$ cat src/rtl/tempo_pkg.sv
// tempo_pkg: shared state encoding, default tempo constants and the
// saturating step helper used by the beat-timer sequencing controller.
package tempo_pkg;

  typedef enum logic [1:0] {
    IDLE  = 2'd0,
    RUN   = 2'd1,
    PAUSE = 2'd2,
    DONE  = 2'd3
  } state_t;

  localparam logic [8:0] DEFAULT_LOAD = 9'd64;
  localparam logic [8:0] STEP         = 9'd16;
  localparam logic [8:0] MIN_LOAD     = 9'd16;
  localparam logic [8:0] MAX_LOAD     = 9'd496;

  // One saturating tempo step. The sum and the lower-bound test are done
  // in 10 bits so a value near 511 plus the step never wraps, and a value
  // below the step never underflows.
  function automatic logic [8:0] sat_step(
    input logic [8:0] cur,
    input logic       up,
    input logic [8:0] step,
    input logic [8:0] min_load,
    input logic [8:0] max_load
  );
    logic [9:0] sum;
    logic [9:0] floor_lim;
    sum       = {1'b0, cur} + {1'b0, step};
    floor_lim = {1'b0, min_load} + {1'b0, step};
    if (up) begin
      sat_step = (sum > {1'b0, max_load}) ? max_load : sum[8:0];
    end else begin
      sat_step = ({1'b0, cur} < floor_lim) ? min_load : (cur - step);
    end
  endfunction

endpackage

$ cat src/rtl/tempo_reg.sv
// tempo_reg: saturating up/down tempo (timer load) register.
// Only instantiated by tempo_ctrl when TEMPO_ADJ_EN is defined.
module tempo_reg #(
  parameter logic [8:0] DEFAULT_LOAD = tempo_pkg::DEFAULT_LOAD,
  parameter logic [8:0] STEP         = tempo_pkg::STEP,
  parameter logic [8:0] MIN_LOAD     = tempo_pkg::MIN_LOAD,
  parameter logic [8:0] MAX_LOAD     = tempo_pkg::MAX_LOAD
) (
  input  logic       clock,
  input  logic       reset,
  input  logic       faster,
  input  logic       slower,
  output logic [8:0] load_value
);
  import tempo_pkg::*;

  logic [8:0] load_reg;
  logic [8:0] load_next;

  // Next tempo: a lone faster/slower pulse steps with saturation; both or neither hold.
  always_comb begin
    load_next = load_reg;
    if (faster && !slower) begin
      load_next = sat_step(load_reg, 1'b0, STEP, MIN_LOAD, MAX_LOAD);
    end else if (slower && !faster) begin
      load_next = sat_step(load_reg, 1'b1, STEP, MIN_LOAD, MAX_LOAD);
    end
  end

  // Tempo register with synchronous active-low reset to the default tempo.
  always_ff @(posedge clock) begin
    if (!reset) begin
      load_reg <= DEFAULT_LOAD;
    end else begin
      load_reg <= load_next;
    end
  end

  assign load_value = load_reg;

endmodule

$ cat src/rtl/tempo_ctrl.sv
// tempo_ctrl: note sequencing for the beat timer. Accepts a note duration
// over valid/ready, enables the timer while playing, counts beat pulses and
// pulses note_done when the note ends. Tempo adjustment (faster/slower) is
// built only when the TEMPO_ADJ_EN macro is defined; otherwise load_value
// is fixed at DEFAULT_LOAD.
module tempo_ctrl #(
  parameter logic [8:0] DEFAULT_LOAD = tempo_pkg::DEFAULT_LOAD,
  parameter logic [8:0] STEP         = tempo_pkg::STEP,
  parameter logic [8:0] MIN_LOAD     = tempo_pkg::MIN_LOAD,
  parameter logic [8:0] MAX_LOAD     = tempo_pkg::MAX_LOAD,
  parameter int         DUR_W        = 6
) (
  input  logic             clock,
  input  logic             reset,
  input  logic             play,
  input  logic             faster,
  input  logic             slower,
  input  logic [DUR_W-1:0] dur,
  input  logic             dur_valid,
  output logic             dur_ready,
  input  logic             beat,
  output logic             count_en,
  output logic [8:0]       load_value,
  output logic [DUR_W-1:0] beats_left,
  output logic             note_done
);
  import tempo_pkg::*;

  localparam logic [DUR_W-1:0] ONE_BEAT = DUR_W'(1);

  state_t           state_reg;
  state_t           state_next;
  logic [DUR_W-1:0] beats_left_reg;
  logic [DUR_W-1:0] beats_left_next;

  // Next-state, beat counter and Moore outputs; all defaults assigned first.
  always_comb begin
    state_next      = state_reg;
    beats_left_next = beats_left_reg;
    dur_ready       = 1'b0;
    count_en        = 1'b0;
    note_done       = 1'b0;
    case (state_reg)
      IDLE: begin
        dur_ready = 1'b1;
        if (dur_valid) begin
          // A zero-length note still plays for one beat.
          beats_left_next = (dur == '0) ? ONE_BEAT : dur;
          state_next      = RUN;
        end
      end
      RUN: begin
        count_en = 1'b1;
        if (beat && (beats_left_reg == ONE_BEAT)) begin
          // Final beat wins over a simultaneous pause request.
          beats_left_next = '0;
          state_next      = DONE;
        end else begin
          if (beat) begin
            beats_left_next = beats_left_reg - ONE_BEAT;
          end
          if (!play) begin
            state_next = PAUSE;
          end
        end
      end
      PAUSE: begin
        if (play) begin
          state_next = RUN;
        end
      end
      DONE: begin
        note_done  = 1'b1;
        state_next = IDLE;
      end
      default: begin
        state_next = IDLE;
      end
    endcase
  end

  // State and beat-counter registers; reset aborts any note silently.
  always_ff @(posedge clock) begin
    if (!reset) begin
      state_reg      <= IDLE;
      beats_left_reg <= '0;
    end else begin
      state_reg      <= state_next;
      beats_left_reg <= beats_left_next;
    end
  end

  assign beats_left = beats_left_reg;

`ifdef TEMPO_ADJ_EN
  tempo_reg #(
    .DEFAULT_LOAD (DEFAULT_LOAD),
    .STEP         (STEP),
    .MIN_LOAD     (MIN_LOAD),
    .MAX_LOAD     (MAX_LOAD)
  ) u_tempo_reg (
    .clock      (clock),
    .reset      (reset),
    .faster     (faster),
    .slower     (slower),
    .load_value (load_value)
  );
`else
  // Fixed tempo: faster/slower have no effect in this build.
  logic unused_tempo_req;
  assign unused_tempo_req = faster | slower;
  assign load_value       = DEFAULT_LOAD;
`endif

endmodule

$ cat config.mk
export PLATFORM = sky130hd
export DESIGN_NAME = tempo_ctrl
export DESIGN_NICKNAME = d
export VERILOG_FILES = /design/src/rtl/tempo_pkg.sv /design/src/rtl/tempo_reg.sv /design/src/rtl/tempo_ctrl.sv
export SDC_FILE = /design/constraint.sdc
export NUM_CORES = 1
export LEC_CHECK = 0
export ABC_CLOCK_PERIOD_IN_PS = 1850
export BUFFER_PORTS_ARGS = -buffer_cell sky130_fd_sc_hd__buf_2
export CORE_MARGIN = 2
export CORE_UTILIZATION = 41
export CTS_BUF_LIST = sky130_fd_sc_hd__clkbuf_8
export DETAILED_ROUTE_END_ITERATION = 10
export PLACE_DENSITY = 0.72
export SLEW_MARGIN = 25
export SYNTH_ARGS = -nofsm -noshare
export SYNTH_HDL_FRONTEND = slang
export SYNTH_SLANG_ARGS = --single-unit
$ cat constraint.sdc
create_clock -name clock -period 1.85 [get_ports clock]
set_input_delay 0.0925 -clock clock [delete_from_list [all_inputs] [get_ports clock]]
set_output_delay 0.0925 -clock clock [all_outputs]
set_load 0.03 [all_outputs]
==> metrics.md, run 1 <==
| Metric | Value |
|---|---|
| Instance count of the mapped netlist | 83 |
| Clock tree from TritonCTS | yes |
| Async set-reset flop share out of synthesis | 0% |
| Vias | 643 |
| Outcome | finished clean |
| Ant. Diodes | 0 |
| Stages on worst setup path | 6 |
| Maximum vdd drop | 404 uV |
| Category of the most critical setup path | flip-flop to flip-flop |
| Final Cycle Share | 84.8% |
| GRT Overall Usage | 16.1% |
| # hold bufs at CTS | 0 |
| Capture instance of the worst register-to-register path | state_reg[1]$_SDFFE_PN0P_ |
| Vertical die dimension | 44.2 microns |
| Cell Count Post-Placement | 114 |
| H-tree lvl count | 1 |
| Synth Flop Type | sky130_fd_sc_hd__dfxtp_1 |
| Critical path's largest stage delay | 0.45 ns |
| Post-cts gate resize count | 0 |
| Met1 layer wirelength in the final routing | 641 microns |
| Period minus WS final | 1.57 ns |
| Antenna violations before repair | 0 |
| Setup-failing EPs final | 0 |
| Final routed wire length divided by cell count | 12.2 microns |
| Start point of the worst min-delay path | dur[5] |
| Power density relative to cell area | 921 nW/um^2 |
| Core Footprint | 1510 sq um |
| Buffers plus inverters on the worst setup path | 1 |
| Reported max-cap violation count | 0 |
| Data required time of the worst path | 1.97 ns |
| Layout cell share with drive strength beyond 1 | 29.7% |
| Number of synthesized flops with an enable pin | 0 |
| Hold violation count in the final report | 0 |
| Number of warnings printed during yosys synthesis | 0 |
| Vias per cell | 5.50 |
| Largest delay share family, worst path | flip-flops |
| Share of the synthesized area in the top cell type | 24.2% |
| Clock root buffer | sky130_fd_sc_hd__clkbuf_8 |
| Leading area contributor after synthesis | sky130_fd_sc_hd__dfxtp_1 |
| Sequence of cells on the critical path | inv_1 > ha_1 > and4bb_2 > nand2_1 > a21oi_1 > a31o_2 |
| Beginning of the worst register-to-register path | beats_left[1]$_SDFFE_PN0P_ |
| Fraction of the yosys area taken by sequential cells | 24.2% |
| Slack of the worst reg-to-reg path | 0.28 ns |
| CTS Buffer Depth | 2 |
| Final layout net count | 118 |
| Worst min path class | input pin to flip-flop |
| Wire length of the first global-routing pass | 2260 microns |
| Worst setup SP type | flip-flop |
| Static Leak | 0.357 nW |
| Synthesis-to-layout area growth | 14.6% |
| Count of final max-slew check failures | 0 |
| Post-Layout Cell Count | 117 |
| Post-synthesis register bit count | 8 |
| Worst-case clock skew | 0.00711 ns |
| Pre-CTS WS | 0.298 ns |
| Total congestion overflow | 0 |
| Flip-flop count of the largest register after layout | 6 |
| Setup crit end kind | flip-flop |
| Die extent in x | 44.2 microns |
| Crit Path Max Fanout | 7 |
| Sum of negative setup slack | 0 ns |
| Number of setup buffers added after CTS | 0 |
| Clock latency on the worst-skew pair | 0.24 ns |
| Worst hold endpoint | beats_left[5]$_SDFFE_PN0P_ |
| Routed wl met2 | 670 microns |
| Top Metal Used | met4 |
| Cell area after synthesis | 662 sq um |
| Via count of the first global-routing pass | 551 |
| Number of distinct library cells after synthesis | 39 |
| Port Buf Inserts | 19 |
| Pin count of the biggest net entering global routing | 13 |
| Utilization after layout | 50.3% |
| Final setup slack of the worst path | 0.281 ns |
| Floorplan row count | 14 |
| Dpl hpwl | 1090 microns |
| Most area-consuming cells after synthesis | sky130_fd_sc_hd__dfxtp_1 (24%), sky130_fd_sc_hd__buf_4 (11%), sky130_fd_sc_hd__nand2_1 (4.5%) |
| Highest-delay cell along the critical path | sky130_fd_sc_hd__dfxtp_1 |
| Final weighted congestion in routability-driven placement | 0.828 |
| Count of routing violations after the opening detailed-route iteration | 13 |
| Synthesized area per cell | 7.97 sq um |
| Data arrival time of the critical path | 1.69 ns |
| Final routed wirelength across all metal layers | 1430 microns |
| Clock transition at path regs | 0.05 ns |
| Maximum clock rate | 0.637 GHz |
| I/O pin total | 31 |
| Reg2reg path depth | 6 |
| Full die area | 1950 sq um |
| Residual DRC count | 0 |
| Initial Utilization | 43.9% |
| Unrepaired setup endpoints after global routing | false |
| Number of buffers created by CTS | 3 |
| Total met3 wirelength after detailed routing | 81 microns |
| Pre-antenna DRT Iters | 4 |
| Sink Count | 8 |
| Count of nets left with antenna violations after detail routing | 0 |
| Hold Crit Depth | 3 |
==> report_power, final <==
| group | total, mW | switching (mW) | internal [mW] |
|---|---|---|---|
| registers | 0.222 | 0.0272 | 0.195 |
| logic | 0.258 | 0.168 | 0.0903 |
| clock network | 0.219 | 0.0768 | 0.142 |
| total | 0.699 | 0.272 | 0.427 |
==> area by class of cell <==
class / instances / area [sq um]
inverters: 3 / 11.3
multi-input cells: 66 / 415
flip-flops and latches: 8 / 160
well taps: 16 / 20.0
repair buffers: 21 / 110
clock buffers: 3 / 41.3
fillers: 156 / 748
==> per-stage QoR <==
| stage | hold slack (ns) | instance area (sq um) | total power, mW |
|---|---|---|---|
| 2_1_floorplan | 0.248 | 688 | 0.437 |
| 3_3_place_gp | 0.373 | 717 | 0.476 |
| 3_5_place_dp | 0.381 | 717 | 0.481 |
| 4_1_cts | 0.138 | 758 | 0.700 |
| 5_1_grt | 0.161 | 758 | 0.738 |
| 6_report | 0.131 | 758 | 0.699 |
==> layout by cell type (no fill, tap or decap), types with 2 or more instances in the layout <==
| cell type | Yosys | final |
|---|---|---|
| sky130_fd_sc_hd__a21boi_0 | 2 | 2 |
| sky130_fd_sc_hd__a21oi_1 | 5 | 5 |
| sky130_fd_sc_hd__a31oi_1 | 2 | 2 |
| sky130_fd_sc_hd__and3_1 | 2 | 2 |
| sky130_fd_sc_hd__buf_2 | 0 | 19 |
| sky130_fd_sc_hd__buf_4 | 10 | 2 |
| sky130_fd_sc_hd__clkbuf_8 | 0 | 3 |
| sky130_fd_sc_hd__conb_1 | 2 | 9 |
| sky130_fd_sc_hd__dfxtp_1 | 8 | 8 |
| sky130_fd_sc_hd__ha_1 | 2 | 2 |
| sky130_fd_sc_hd__inv_1 | 3 | 3 |
| sky130_fd_sc_hd__nand2_1 | 8 | 8 |
| sky130_fd_sc_hd__nand2b_1 | 2 | 2 |
| sky130_fd_sc_hd__nor2_1 | 3 | 3 |
| sky130_fd_sc_hd__nor3_1 | 2 | 2 |
| sky130_fd_sc_hd__nor3b_1 | 2 | 2 |
| sky130_fd_sc_hd__o21ai_0 | 4 | 4 |
| sky130_fd_sc_hd__or3_1 | 2 | 2 |
==> synthesized netlist by cell type (2+ instances only) <==
master                     instances
sky130_fd_sc_hd__buf_6             2
sky130_fd_sc_hd__or3_1             2
sky130_fd_sc_hd__o21ai_0           4
sky130_fd_sc_hd__and3_1            2
sky130_fd_sc_hd__a31oi_1           2
sky130_fd_sc_hd__inv_1             3
sky130_fd_sc_hd__buf_4            10
sky130_fd_sc_hd__a21boi_0          2
sky130_fd_sc_hd__nand2b_1          2
sky130_fd_sc_hd__ha_1              2
sky130_fd_sc_hd__nor3b_1           2
sky130_fd_sc_hd__nor2_1            3
sky130_fd_sc_hd__nor3_1            2
sky130_fd_sc_hd__nand2_1           8
sky130_fd_sc_hd__a21oi_1           5
sky130_fd_sc_hd__conb_1            2
sky130_fd_sc_hd__dfxtp_1           8
==> worst reg2reg max path, cell delays in order, from the launching register on <==
cell                       delay [ns]
sky130_fd_sc_hd__dfxtp_1         0.45
sky130_fd_sc_hd__inv_1           0.10
sky130_fd_sc_hd__ha_1            0.21
sky130_fd_sc_hd__and4bb_2        0.26
sky130_fd_sc_hd__nand2_1         0.12
sky130_fd_sc_hd__a21oi_1         0.08
sky130_fd_sc_hd__a31o_2          0.24
==> cell families (layout without fill, tap and decap cells) <==
group,count (synthesis),count (layout),share of synthesized area [%]
flops,8,8,24.2
buf+inv,16,27,17.0
compound gates,25,25,26.8
fa+ha+maj,2,2,3.78
simple gates,30,30,27.0
other cells,2,9,1.13
==> routing by layer <==
layer | track usage, % | up-vias
met2 | 26.2 | 21
li1 | - | 321
met3 | 3.67 | 4
met4 | 11.5 | 0
met1 | 18.6 | 297
met5 | 0 | -
==> how the worst max path moves through the flow <==
stage | startpoint | slack (ns) | endpoint
after floorplan | beats_left[0]$_SDFFE_PN0P_ | 0.17 | beats_left[3]$_SDFFE_PN0P_
after global placement | beats_left[1]$_SDFFE_PN0P_ | 0.31 | state_reg[1]$_SDFFE_PN0P_
after detailed placement | beats_left[1]$_SDFFE_PN0P_ | 0.30 | state_reg[1]$_SDFFE_PN0P_
after CTS | beats_left[1]$_SDFFE_PN0P_ | 0.29 | state_reg[1]$_SDFFE_PN0P_
after global routing | state_reg[0]$_SDFFE_PN0P_ | 0.19 | count_en
final | beats_left[1]$_SDFFE_PN0P_ | 0.28 | state_reg[1]$_SDFFE_PN0P_
Note: power is estimated with default switching activity, not from simulation.
==> inputs of run 2 (changes only) <==
ABC_CLOCK_PERIOD_IN_PS = 1300   (was 1850)
PLACE_DENSITY = 0.75   (was 0.72)
clock period = 1.3 ns   (was 1.85 ns; I/O delays follow)
==> run 2 against run 1 <==
Compared with the run above:
- the flow now finishes with violations (setup timing)
- die area unchanged
- via count up 12%
- non-clock buffer count up 9
- sequential cell count unchanged
- clock-buffer cell count unchanged
- fmax up 13%
- register-to-register slack worse by 0.37 ns
- core utilization up 9.0 points
- largest power group unchanged
==> metrics.md, run 2 (synthesis gave the netlist of run 1 again) <==
| Metric | Value |
|---|---|
| Layout cell share with drive strength beyond 1 | 45.0% (+15 points) |
| Pre-antenna DRT Iters | 6 (+2) |
| Core Footprint | 1510 sq um (unchanged) |
| Power density relative to cell area | 1250 nW/um^2 (+36%) |
| Final routed wire length divided by cell count | 13.7 microns (+13%) |
| Residual DRC count | 0 (unchanged) |
| Final weighted congestion in routability-driven placement | 0.809 (-2.3%) |
| Outcome | complete, but fails checks |
| Clock root buffer | sky130_fd_sc_hd__clkbuf_8 |
| Pin count of the biggest net entering global routing | 12 (-1) |
| Crit Path Max Fanout | 4 (-3) |
| Via count of the first global-routing pass | 618 (+12%) |
| Unrepaired setup endpoints after global routing | true |
| Final routed wirelength across all metal layers | 1740 microns (+22%) |
| Category of the most critical setup path | flip-flop to flip-flop |
| Sum of internal, switching and leakage power | 1.12 mW (+60%) |
| Sink Count | 8 (unchanged) |
| Antenna violations before repair | 0 (unchanged) |
| Ant. Diodes | 0 (unchanged) |
| Dpl hpwl | 1260 microns (+16%) |
| Maximum clock rate | 0.720 GHz (+13%) |
| Top library cells by usage in the layout, fill and taps aside | sky130_fd_sc_hd__buf_2 (19), sky130_fd_sc_hd__conb_1 (9), sky130_fd_sc_hd__buf_4 (9) |
| Beginning of the worst register-to-register path | beats_left[1]$_SDFFE_PN0P_ |
| Crit path capture | beats_left[3]$_SDFFE_PN0P_ |
| Data arrival time of the critical path | 1.55 ns (-0.14 ns) |
| Fillers | 140 (-10%) |
| Start point of the worst min-delay path | dur[5] |
| Sum of negative setup slack | -0.151 ns (-0.151 ns) |
| Clock latency on the worst-skew pair | 0.23 ns (about the same) |
| Utilization after layout | 59.3% (+9.0 points) |
| Worst setup SP type | flip-flop |
| GRT Overall Usage | 17.8% (+1.6 points) |
| Pre-CTS WS | -0.0615 ns (-0.359 ns) |
| Cell Count Post-Placement | 122 (+7.0%) |
| Reported max-cap violation count | 0 (unchanged) |
| Flip-flop count of the largest register after layout | 6 (unchanged) |
| Post-Layout Cell Count | 127 (+8.5%) |
| Count of nets left with antenna violations after detail routing | 0 (unchanged) |
| Number of buffers created by CTS | 3 (unchanged) |
| Worst setup path startpoint | beats_left[1]$_SDFFE_PN0P_ |
| Count of routing violations after the opening detailed-route iteration | 27 (+14) |
| Clock tree from TritonCTS | yes |
| CTS Buffer Depth | 2 (unchanged) |
| Worst-case clock skew | 0.00410 ns (-0.00301 ns) |
| Vertical die dimension | 44.2 microns (unchanged) |
| Total congestion overflow | 0 (unchanged) |
| Worst min path class | input pin to flip-flop |
| Clock transition at path regs | 0.05 ns (about the same) |
| Setup crit end kind | flip-flop |
| Final setup slack of the worst path | -0.0880 ns (-0.369 ns) |
| Setup-failing EPs final | 2 (+2) |
| Final layout net count | 127 (+7.6%) |
| Vias | 718 (+12%) |
| Hold violation count in the final report | 0 (unchanged) |
| Maximum vdd drop | 589 uV (+46%) |
| Static Leak | 0.410 nW (+15%) |
| Data required time of the worst path | 1.47 ns (-0.50 ns) |
| # hold bufs at CTS | 0 (unchanged) |
| Capture instance of the worst register-to-register path | beats_left[3]$_SDFFE_PN0P_ |
| Violated checks | setup timing |
| H-tree lvl count | 1 (unchanged) |
| Slack of the worst reg-to-reg path | -0.09 ns (-0.37 ns) |
| Floorplan row count | 14 (unchanged) |
| Vias per cell | 5.65 (+2.9%) |
| Port Buf Inserts | 19 (unchanged) |
| Count of final max-slew check failures | 0 (unchanged) |
| Initial Utilization | 43.9% (unchanged) |
| Reg2reg path depth | 6 (unchanged) |
| Most frequent standard cell in the layout excluding fill and tap cells | sky130_fd_sc_hd__buf_2 |
| Die extent in x | 44.2 microns (unchanged) |
| Full die area | 1950 sq um (unchanged) |
| Synthesis-to-layout area growth | 35.0% |
| I/O pin total | 31 (unchanged) |
| Period minus WS final | 1.39 ns (-0.181 ns) |
| Wire length of the first global-routing pass | 2530 microns (+12%) |
| Final Cycle Share | 107% (+22 points) |
-- run 2: repair_timing --
action / in CTS / in global routing
resized for setup: 2 / 8
pin swaps: 1 / 1
endpoints found under the hold margin: 0 / 0
setup endpoints to repair: 6 / 9
setup buffers: 0 / 1
-- run 2: metrics by stage --
| stage | instance area (sq um) | hold WS, ns |
|---|---|---|
| after floorplan | 716 | 0.220 |
| after global placement | 805 | 0.347 |
| after detailed placement | 805 | 0.346 |
| final | 893 | 0.103 |
| after CTS | 850 | 0.101 |
| after global routing | 893 | 0.148 |
-- run 2: critical path, stage by stage, from the launching register on --
cell,delay (ns)
sky130_fd_sc_hd__dfxtp_4,0.35
sky130_fd_sc_hd__inv_4,0.04
sky130_fd_sc_hd__ha_4,0.15
sky130_fd_sc_hd__and4bb_2,0.26
sky130_fd_sc_hd__nor4_2,0.20
sky130_fd_sc_hd__and3_1,0.19
sky130_fd_sc_hd__o31a_1,0.14
-- run 2: worst min path at each step --
stage | end | slack, ns | depth (start not counted)
global placement | beats_left[5]$_SDFFE_PN0P_ | 0.35 | 3
CTS | beats_left[5]$_SDFFE_PN0P_ | 0.10 | 3
detailed placement | beats_left[5]$_SDFFE_PN0P_ | 0.35 | 3
floorplan | beats_left[5]$_SDFFE_PN0P_ | 0.22 | 2
finish | beats_left[5]$_SDFFE_PN0P_ | 0.10 | 3
global route | beats_left[5]$_SDFFE_PN0P_ | 0.15 | 3
-- run 2: report_power, final --
group / leakage, nW / internal, mW / switching, mW
Combinational: 0.315 / 0.192 / 0.295
Clock: 0.0269 / 0.206 / 0.114
Sequential: 0.0677 / 0.280 / 0.0292
Total: 0.410 / 0.678 / 0.438
-- run 2: area by class of cell --
class / instances / area [sq um] / share of cell area (%)
multi-input cells: 66 / 457 / 51.1
clock buffers: 3 / 41.3 / 4.62
clock inverters: 1 / 3.75 / 0.420
repair buffers: 30 / 185 / 20.7
well taps: 16 / 20.0 / 2.24
flip-flops and latches: 8 / 169 / 18.9
inverters: 3 / 17.5 / 1.96
-- run 2: metal layers --
layer | part of all wire, % | track usage (%)
met1 | 43 | 21.1
met2 | 50 | 30.0
met3 | 5.6 | 3.67
met4 | 1.8 | 9.09
met5 | 0 | 0
==> inputs of run 3 (changes only) <==
ABC_CLOCK_PERIOD_IN_PS = 1360   (was 1300)
PLACE_DENSITY = 0.72   (was 0.75)
clock period = 1.36 ns   (was 1.3 ns; I/O delays follow)
==> run 3 against run 2 <==
Compared with the run above:
- the run still ends with setup timing left
- clock skew is 0.0042 ns higher
- critical path depth stayed put
- worst hold slack better by 0.0038 ns
- sequential power is 3% lower
- largest power group unchanged
- sequential share of layout area is 1.7 points higher
- clock power is 6% lower
- routed wire length is 13% lower
- total power is 11% lower
==> metrics.md, run 3 (synthesis gave the netlist of run 1 again) <==
| Metric | Value |
|---|---|
| Number of setup buffers added after CTS | 0 (unchanged) |
| Outcome | complete, but fails checks |
| Clock transition at path regs | 0.05 ns (about the same) |
| Maximum vdd drop | 555 uV (-5.7%) |
| Static Leak | 0.387 nW (-5.6%) |
| # hold bufs at CTS | 0 (unchanged) |
| I/O pin total | 31 (unchanged) |
| CTS Buffer Depth | 2 (unchanged) |
| Pre-antenna DRT Iters | 4 (-2) |
| Most frequent standard cell in the layout excluding fill and tap cells | sky130_fd_sc_hd__buf_2 |
| Antenna violations before repair | 0 (unchanged) |
| Sink Count | 8 (unchanged) |
| Via count of the first global-routing pass | 557 (-9.9%) |
| Vias | 661 (-7.9%) |
| Sum of internal, switching and leakage power | 0.995 mW (-11%) |
| Final routed wirelength across all metal layers | 1520 microns (-13%) |
| Maximum clock rate | 0.721 GHz (about the same) |
| Capture instance of the worst register-to-register path | beats_left[3]$_SDFFE_PN0P_ |
| Vertical die dimension | 44.2 microns (unchanged) |
| Number of buffers created by CTS | 3 (unchanged) |
| Flip-flop count of the largest register after layout | 6 (unchanged) |
| Wire length of the first global-routing pass | 2370 microns (-6.3%) |
| Utilization after layout | 54.3% (-5.0 points) |
| Synthesis-to-layout area growth | 23.6% |
| Dpl hpwl | 1150 microns (-8.9%) |
| Crit path capture | beats_left[3]$_SDFFE_PN0P_ |
| Clock latency on the worst-skew pair | 0.24 ns (about the same) |
| Beginning of the worst register-to-register path | beats_left[1]$_SDFFE_PN0P_ |
| Full die area | 1950 sq um (unchanged) |
| Category of the most critical setup path | flip-flop to flip-flop |
| Core Footprint | 1510 sq um (unchanged) |
| Worst min path class | input pin to flip-flop |
| GRT Overall Usage | 16.9% (-0.83 points) |
| Setup-failing EPs final | 2 (unchanged) |
| Count of final max-slew check failures | 0 (unchanged) |
| Total congestion overflow | 0 (unchanged) |
| Worst setup path startpoint | beats_left[1]$_SDFFE_PN0P_ |
| Slack of the worst reg-to-reg path | -0.03 ns (+0.06 ns) |
| Setup crit end kind | flip-flop |
| Count of nets left with antenna violations after detail routing | 0 (unchanged) |
| Ant. Diodes | 0 (unchanged) |
| Power density relative to cell area | 1220 nW/um^2 (-2.7%) |
| Clock root buffer | sky130_fd_sc_hd__clkbuf_8 |
| Final layout net count | 122 (-3.9%) |
| Data arrival time of the critical path | 1.50 ns (-0.05 ns) |
| Worst-case clock skew | 0.00828 ns (+0.00418 ns) |
| Period minus WS final | 1.39 ns (-0.000588 ns) |
| Final Cycle Share | 102% (-4.8 points) |
| Residual DRC count | 0 (unchanged) |
| H-tree lvl count | 1 (unchanged) |
| Top library cells by usage in the layout, fill and taps aside | sky130_fd_sc_hd__buf_2 (19), sky130_fd_sc_hd__conb_1 (9), sky130_fd_sc_hd__nand2_1 (8) |
| Clock tree from TritonCTS | yes |
| Final routed wire length divided by cell count | 12.5 microns (-8.9%) |
| Pin count of the biggest net entering global routing | 12 (unchanged) |
| Hold violation count in the final report | 0 (unchanged) |
| Violated checks | setup timing |
| Unrepaired setup endpoints after global routing | true |
| Sum of negative setup slack | -0.0432 ns (+0.108 ns) |
| Worst setup SP type | flip-flop |
| Minimum hold slack | 0.107 ns (+0.00385 ns) |
| Die extent in x | 44.2 microns (unchanged) |
| Layout cell share with drive strength beyond 1 | 37.7% (-7.3 points) |
| Final setup slack of the worst path | -0.0274 ns (+0.0606 ns) |
| Reported max-cap violation count | 0 (unchanged) |
| Crit Path Max Fanout | 4 (unchanged) |
| Final weighted congestion in routability-driven placement | 0.804 (-0.65%) |
| Initial Utilization | 43.9% (unchanged) |
| Count of routing violations after the opening detailed-route iteration | 6 (-78%) |
| Reg2reg path depth | 6 (unchanged) |
| Data required time of the worst path | 1.48 ns (about the same) |
| Floorplan row count | 14 (unchanged) |
| Vias per cell | 5.42 (-4.2%) |
| Port Buf Inserts | 19 (unchanged) |
-- run 3: area by class of cell --
type | count | area [sq um]
clock buffers | 3 | 41.3
clock inverters | 1 | 3.75
fillers | 139 | 688
inverters | 3 | 13.8
multi-input cells | 66 | 430
flip-flops and latches | 8 | 169
well taps | 16 | 20.0
repair buffers | 25 | 140
-- run 3: worst min path at each step --
stage,start,end,slack [ns],cells past startpoint
final,dur[5],beats_left[5]$_SDFFE_PN0P_,0.11,3
after global routing,dur[5],beats_left[5]$_SDFFE_PN0P_,0.14,3
after CTS,dur[5],beats_left[5]$_SDFFE_PN0P_,0.10,3
after detailed placement,dur[5],beats_left[5]$_SDFFE_PN0P_,0.36,3
after global placement,dur[5],beats_left[5]$_SDFFE_PN0P_,0.35,3
after floorplan,dur[5],beats_left[5]$_SDFFE_PN0P_,0.22,2
-- run 3: metrics by stage --
stage	worst slack [ns]	cell area [sq um]	instances
2_1_floorplan	-0.00680	712	90
4_1_cts	0.00330	818	122
3_3_place_gp	0.0163	771	118
6_report	-0.0274	818	122
3_5_place_dp	0.0213	771	118
5_1_grt	-0.0876	818	122
-- run 3: timing repair --
action                     4_1_cts  5_1_grt
pin swaps                        0        1
gates resized for setup          1        2
setup endpoints to repair        1        6
-- run 3: critical path, cell delays in order (launching register included) --
cell	delay, ns
sky130_fd_sc_hd__dfxtp_4	0.34
sky130_fd_sc_hd__inv_4	0.06
sky130_fd_sc_hd__ha_4	0.12
sky130_fd_sc_hd__and4bb_2	0.28
sky130_fd_sc_hd__nor4_2	0.06
sky130_fd_sc_hd__and3_1	0.17
sky130_fd_sc_hd__o31a_1	0.23
-- run 3: metal layers --
metal,GRT usage [%],vias to the layer above,routed length [microns]
met1,19.4,310,719
met2,27.9,19,703
met4,12.7,0,38
li1,-,328,-
met3,2.86,4,63
met5,0,-,0
-- run 3: power breakdown --
| part | switching (mW) | internal [mW] |
|---|---|---|
| Clock | 0.106 | 0.197 |
| Sequential | 0.0325 | 0.268 |
| Combinational | 0.246 | 0.146 |
